File: src/rtl/pipelined_adder_pkg.sv
// Shared types for the chunked pipelined adder: the per-stage register record
// and the helper that splits the operand width into equal chunks.
package pipelined_adder_pkg;

    localparam int MAX_WIDTH = 64;

    // Fields are sized for the widest legal operand; narrower instances use the low bits.
    typedef struct packed {
        logic                 valid;
        logic [MAX_WIDTH-1:0] res;
        logic                 carry;
        logic [MAX_WIDTH-1:0] pend_a;
        logic [MAX_WIDTH-1:0] pend_b;
        logic                 msb_cin;
    } stage_t;

    function automatic int chunk_width(input int width, input int stages);
        return (stages > 0) ? width / stages : 1;
    endfunction

endpackage

File: src/rtl/adder_chunk.sv
// Ripple-carry adder for one pipeline chunk; also exposes the carry into its MSB
// so the last stage can derive signed overflow.
module adder_chunk #(
    parameter int W = 4
) (
    input  logic [W-1:0] a_i,
    input  logic [W-1:0] b_i,
    input  logic         c_i,
    output logic [W-1:0] sum_o,
    output logic         c_o,
    output logic         msb_c_o
);

    for (genvar gi = 0; gi < W; gi++) begin : g_bit
        logic ci_bit;
        logic co_bit;
        if (gi == 0) begin : g_lsb
            assign ci_bit = c_i;
        end else begin : g_upper
            assign ci_bit = g_bit[gi-1].co_bit;
        end
        assign sum_o[gi] = a_i[gi] ^ b_i[gi] ^ ci_bit;
        assign co_bit    = (a_i[gi] & b_i[gi]) | (ci_bit & (a_i[gi] ^ b_i[gi]));
    end

    assign c_o     = g_bit[W-1].co_bit;
    assign msb_c_o = g_bit[W-1].ci_bit;

endmodule

File: src/rtl/pipelined_adder.sv
// Valid/ready pipelined adder/subtractor: each stage adds one CHUNK of the operands
// and passes the carry, remaining operand bits and partial result to the next stage.
module pipelined_adder
    import pipelined_adder_pkg::*;
#(
    parameter int WIDTH  = 16,
    parameter int STAGES = 4
) (
    input  logic             clk,
    input  logic             rst,
    input  logic             in_valid,
    output logic             in_ready,
    input  logic [WIDTH-1:0] A,
    input  logic [WIDTH-1:0] B,
    input  logic             cin,
    input  logic             sub,
    output logic             out_valid,
    input  logic             out_ready,
    output logic [WIDTH:0]   Sum,
    output logic             ovf
);

    localparam int CHUNK = chunk_width(WIDTH, STAGES);

    if (WIDTH < 2 || STAGES < 1 || STAGES > WIDTH || (WIDTH % STAGES) != 0 || WIDTH > MAX_WIDTH)
    begin : g_bad_params
        $fatal(1, "pipelined_adder: illegal WIDTH=%0d / STAGES=%0d", WIDTH, STAGES);
    end

    stage_t stage_q [STAGES];
    stage_t stage_d [STAGES];
    stage_t cap_entry;
    logic   adv;

    assign adv       = !out_valid || out_ready;
    assign in_ready  = adv;
    assign out_valid = stage_q[STAGES-1].valid;
    assign Sum       = {stage_q[STAGES-1].carry, WIDTH'(stage_q[STAGES-1].res)};
    assign ovf       = stage_q[STAGES-1].carry ^ stage_q[STAGES-1].msb_cin;

    // Subtraction is A + ~B + 1, so the inversion happens once at capture.
    always_comb begin
        cap_entry        = '0;
        cap_entry.valid  = in_valid;
        cap_entry.carry  = sub | cin;
        cap_entry.pend_a = MAX_WIDTH'(A);
        cap_entry.pend_b = MAX_WIDTH'(sub ? ~B : B);
    end

    for (genvar gi = 0; gi < STAGES; gi++) begin : g_stage
        stage_t           src;
        stage_t           nxt;
        logic [CHUNK-1:0] a_chunk;
        logic [CHUNK-1:0] b_chunk;
        logic [CHUNK-1:0] sum_chunk;
        logic             chunk_co;
        logic             chunk_msb_ci;

        if (gi == 0) begin : g_first
            assign src = cap_entry;
        end else begin : g_rest
            assign src = stage_q[gi-1];
        end

        assign a_chunk = src.pend_a[CHUNK-1:0];
        assign b_chunk = src.pend_b[CHUNK-1:0];

        adder_chunk #(.W(CHUNK)) u_chunk (
            .a_i     (a_chunk),
            .b_i     (b_chunk),
            .c_i     (src.carry),
            .sum_o   (sum_chunk),
            .c_o     (chunk_co),
            .msb_c_o (chunk_msb_ci)
        );

        always_comb begin
            nxt         = src;
            nxt.res     = src.res | (MAX_WIDTH'(sum_chunk) << (gi * CHUNK));
            nxt.carry   = chunk_co;
            nxt.pend_a  = src.pend_a >> CHUNK;
            nxt.pend_b  = src.pend_b >> CHUNK;
            nxt.msb_cin = chunk_msb_ci;
        end

        assign stage_d[gi] = adv ? nxt : stage_q[gi];
    end

    always_ff @(posedge clk) begin
        if (rst) begin
            for (int i = 0; i < STAGES; i++) begin
                stage_q[i] <= '0;
            end
        end else begin
            for (int i = 0; i < STAGES; i++) begin
                stage_q[i] <= stage_d[i];
            end
        end
    end

endmodule

File: config.mk
export PLATFORM = sky130hd
export DESIGN_NAME = pipelined_adder
export DESIGN_NICKNAME = d
export VERILOG_FILES = /design/src/rtl/pipelined_adder_pkg.sv /design/src/rtl/adder_chunk.sv /design/src/rtl/pipelined_adder.sv
export SDC_FILE = /design/constraint.sdc
export NUM_CORES = 1
export LEC_CHECK = 0
export ABC_AREA = 1
export BUFFER_PORTS_ARGS = -buffer_cell sky130_fd_sc_hd__buf_2
export CORE_MARGIN = 2
export CORE_UTILIZATION = 60
export CTS_BUF_LIST = sky130_fd_sc_hd__clkbuf_4 sky130_fd_sc_hd__clkbuf_8
export CTS_CLUSTER_DIAMETER = 200
export DETAILED_ROUTE_END_ITERATION = 6
export PLACE_DENSITY = 0.82
export SLEW_MARGIN = 10
export SYNTH_ARGS = -nofsm -noshare
export SYNTH_HDL_FRONTEND = slang
export SYNTH_SLANG_ARGS = --single-unit
File: constraint.sdc
create_clock -name clk -period 3.63 [get_ports clk]
set_input_delay 0.726 -clock clk [delete_from_list [all_inputs] [get_ports clk]]
set_output_delay 0.726 -clock clk [all_outputs]
set_load 0.01 [all_outputs]
Word-level counts from Yosys, hierarchy flattened
Memory sizes are Yosys's and may differ from the RTL's.
Cells that the tools add are included.
{"block": "op_classes", "n_bitwise": 90, "muxes": 12, "n_reduce_logical": 2}
{"cell": "$mux W195", "count": 8}
{"cell": "$mux W64", "count": 1}
{"cell": "$not A16 Y64", "count": 1}
{"cell": "$or A64 B12 Y64", "count": 1}
{"cell": "$or A64 B16 Y64", "count": 1}
{"cell": "$or A64 B8 Y64", "count": 1}
{"cell": "$xor A1 B1 Y1", "count": 33}
{"cell": "$and A1 B1 Y1", "count": 32}
{"cell": "$or A1 B1 Y1", "count": 21}
{"cell": "$mux W1", "count": 3}
{"cell": "$logic_not A1 Y1", "count": 1}
{"cell": "$logic_or A1 B1 Y1", "count": 1}
{"block": "totals", "word_cells": 105, "ramBits": 780, "regBits": 0, "mem_count": 1, "out_inout_bits": 20, "inputBits": 38}
{"name": "stage_q", "depth": 4, "word_bits": 195, "rd": 4, "rd_ports_with_merged_regs": 0, "wr": 4, "line": "pipelined_adder.sv:30", "text": "stage_t stage_q [STAGES];"}

Depth between registers and ports, before layout
{"block": "logic_depth", "ltp_word": 13, "ltp_mapped": 11, "mapped_depth_nobuf": 10}

Modules after synthesis
Synthesis repeated with hierarchy kept, for this count alone.
{"block": "unflattened", "hier_cells": 559, "hier_area_um2": 4438.0}
{"mod": "pipelined_adder", "seq_area_each_um2": 1941.9, "area_per_inst_um2": 3997.6, "n_inst": 1, "cells_each": 511}
{"mod": "adder_chunk", "seq_area_each_um2": 0.0, "area_per_inst_um2": 110.1, "n_inst": 4, "cells_each": 12}

Least setup slack after synthesis
Ideal clock, no wire load.
{"block": "synth_timing", "kind": "input -> register", "from": "in sub", "to": "mem stage_q[0][133] in the netlist's numbering", "t_arrival_ns": 2.881, "n_path_buf": 2, "path_stages": 11, "t_required_ns": 3.516, "setup_ns": 0.114, "slack_ns": 0.636, "path_cell_list": "buf_2 > buf_2 > or2_2 > fa_1 > fa_1 > inv_1 > fa_1 > inv_1 > fa_1 > nor2_1 > nor2_1"}
{"item": "from (decl)", "line": "pipelined_adder.sv:16", "text": "input logic sub,"}
{"item": "to (decl)", "line": "pipelined_adder.sv:30"}

==> results.txt <==
status: finished clean
Distinct cells, synth: 18
core area: 7176 um2
final wirelength: 7725 um
max FFs per register: 97
Post-synth ARST share: 0%
cts hold-fix bufs: 0
drt via density: 4.795
kind of critical path: primary input to flop
row count: 31
Post-CTS Setup Inserts: 0
leakage: 2.194 nW
P per Cell Area: 456.4 nW/um2
initial drt markers: 234
Commonest cells post-synth: nor2_1 (192), dfxtp_1 (97), o21bai_1 (73)
H-Tree Depth: 3
worst path arrival time: 2.88 ns
Worst Tran Pin Value: 0.7414 ns
Post-CTS Resized: 0
top-level port count: 58
post-synthesis cell area: 4419 um2
Placer Congestion: 0.7810
top cells by area, synth: dfxtp_1 (44%), nor2_1 (16%), o21bai_1 (12%)
initial core utilization: 61.59%
clk buf depth: 2
full die area: 8068 um2
first-pass GRT wire length: 13,500 um
Skew-Pair Late Insertion Delay: 0.36 ns
drc violations: 0
die height: 89.82 um
Largest regs: stage_q (97)
register area share after synthesis: 43.94%
syn nets: 623
CTS tree: done
dpl cell area: 4579 um2
delay-heaviest family, CP: adder cells
maximum vdd drop: 0.2174 mV
initial antenna violation count: 0
RSZ-0062 raised after global routing: no
gr usage total: 20.27%
fin crit share: 71.84%
Filler cells: 596
Port Buffer Count: 57
top cell type by total area after synthesis: dfxtp_1
count leader, synth: nor2_1
Setup TNS: 0 ns
Max Cap Viol: 0
Cell Chain, Critical Path: buf_2 > or2_2 > fa_1 > fa_1 > inv_1 > fa_1 > inv_1 > fa_1 > nor2_1 > nor2_1
area delta synth->final: 8.494%
Buf/Inv on CP: 3
first-pass detailed-route iteration total: 4
Synth Warn #: 0
syn avg cell area: 7.767 um2
post-route cell area: 4795 um2
Max Clock Freq: 383.5 MHz
register with the most flip-flops: stage_q
largest net degree at the start of global routing: 108
synthesized instance count: 569
Setup crit start kind: primary input
clock transition at the registers of the reported paths: 0.09 ns
Worst Path Required: 3.90 ns
detailed-route via count: 3,323
grt ovf: 0
setup violators final: 0
layout cells sized above 1: 13.47%
clk_skew: 0.01105 ns
Final Max Slew Viols: 0
Die X: 89.82 um
Worst Hold Class: flop to flop
post-synth top area share: 43.94%
root buffer cell: clkbuf_8
Seq cells post-synth: 97
final hold vios: 0
Routed Antenna Nets: 0
Largest stage delay, worst path: 0.42 ns
Rel. slew slack: 50.57%
Clock Sinks: 97
main flop type after synthesis: dfxtp_1
vias in the first global route: 3,104
total power: 2.188 mW
CTS Buf Count: 9
per-cell routed wire length: 11.15 um
Crit. End Element: flop
min cycle time layout: 2.608 ns
Crit-path slowest cell: fa_1
layout net count: 643
maximum fanout along the worst path: 18
Detail Placement HPWL: 4940 um
n_diodes: 0
Post-synth EDFFs: 0
CP most frequent cell: fa_1
tightest hold or removal path, stage by stage, from the launching register on:
cell,delay (ns)
dfxtp_1,0.33
nor2_1,0.05
nor2_1,0.08
cells by family after synthesis:
family	share of synthesized area, %
simple gates	24.66
compound gates	12.51
flops	43.94
fa+ha+maj	7.248
buf+inv	10.65
xor+xnor	0.9909
report_power, final:
group / internal, mW / leakage (nW) / total, mW / switching, mW
sequential: 1.14 / 0.798 / 1.18 / 0.0408
clock: 0.359 / 0.106 / 0.725 / 0.365
combinational: 0.127 / 1.29 / 0.280 / 0.153
metrics by stage:
step	util [%]	hold slack, ns	cells	setup WS, ns
global placement	63.82	0.4556	677	0.6783
detailed placement	63.82	0.4677	677	0.6356
floorplan	-	0.4359	569	0.6356
global route	66.82	0.5071	693	0.9444
CTS	66.82	0.4915	693	1.034
finish	66.82	0.4884	693	1.022
placed cells by master, fill, tap and decap left out:
cell	n
nand2_2	1
or2_2	1
nand3_1	2
nor2_4	1
inv_1	48
buf_4	2
dfxtp_1	97
clkinvlp_4	1
bufinv_16	1
inv_2	1
clkbuf_8	11
a21oi_1	1
nand2_1	70
clkinv_4	3
buf_12	1
xor2_1	4
nand3b_1	10
o21bai_1	73
xnor2_1	1
fa_1	16
nor2_1	192
buf_2	57
metal layers:
| layer | vias up | routed length, um | GRT usage, % |
|---|---|---|---|
| li1 | 1752 | - | - |
| met1 | 1483 | 3807 | 27.95 |
| met2 | 80 | 3434 | 31.63 |
| met3 | 8 | 365 | 3.185 |
| met4 | 0 | 117 | 9.359 |
| met5 | - | 0 | 0 |
final timing paths:
check                                                    end                          from  slack, ns  cells after the start
worst max-delay path            stage_q[0][133]$_SDFFE_PP0P_                           sub       1.02                     10
worst min-delay path            stage_q[3][139]$_SDFFE_PP0P_  stage_q[2][139]$_SDFFE_PP0P_       0.49                      2
worst min register to register  stage_q[3][139]$_SDFFE_PP0P_  stage_q[2][139]$_SDFFE_PP0P_       0.49                      2
worst max register to register  stage_q[2][141]$_SDFFE_PP0P_    stage_q[1][1]$_SDFFE_PP0P_       1.45                     10
cell type report:
class	count	area (um2)	share of cell area [%]
Tap cell	99	123.9	2.584
Clock buffer	11	151.4	3.158
Timing Repair Buffer	60	320.3	6.681
Inverter	49	183.9	3.836
Sequential cell	97	1942	40.50
Multi-Input combinational cell	372	2009	41.91
Clock inverter	5	63.81	1.331
(Power assumes the default switching activity.)
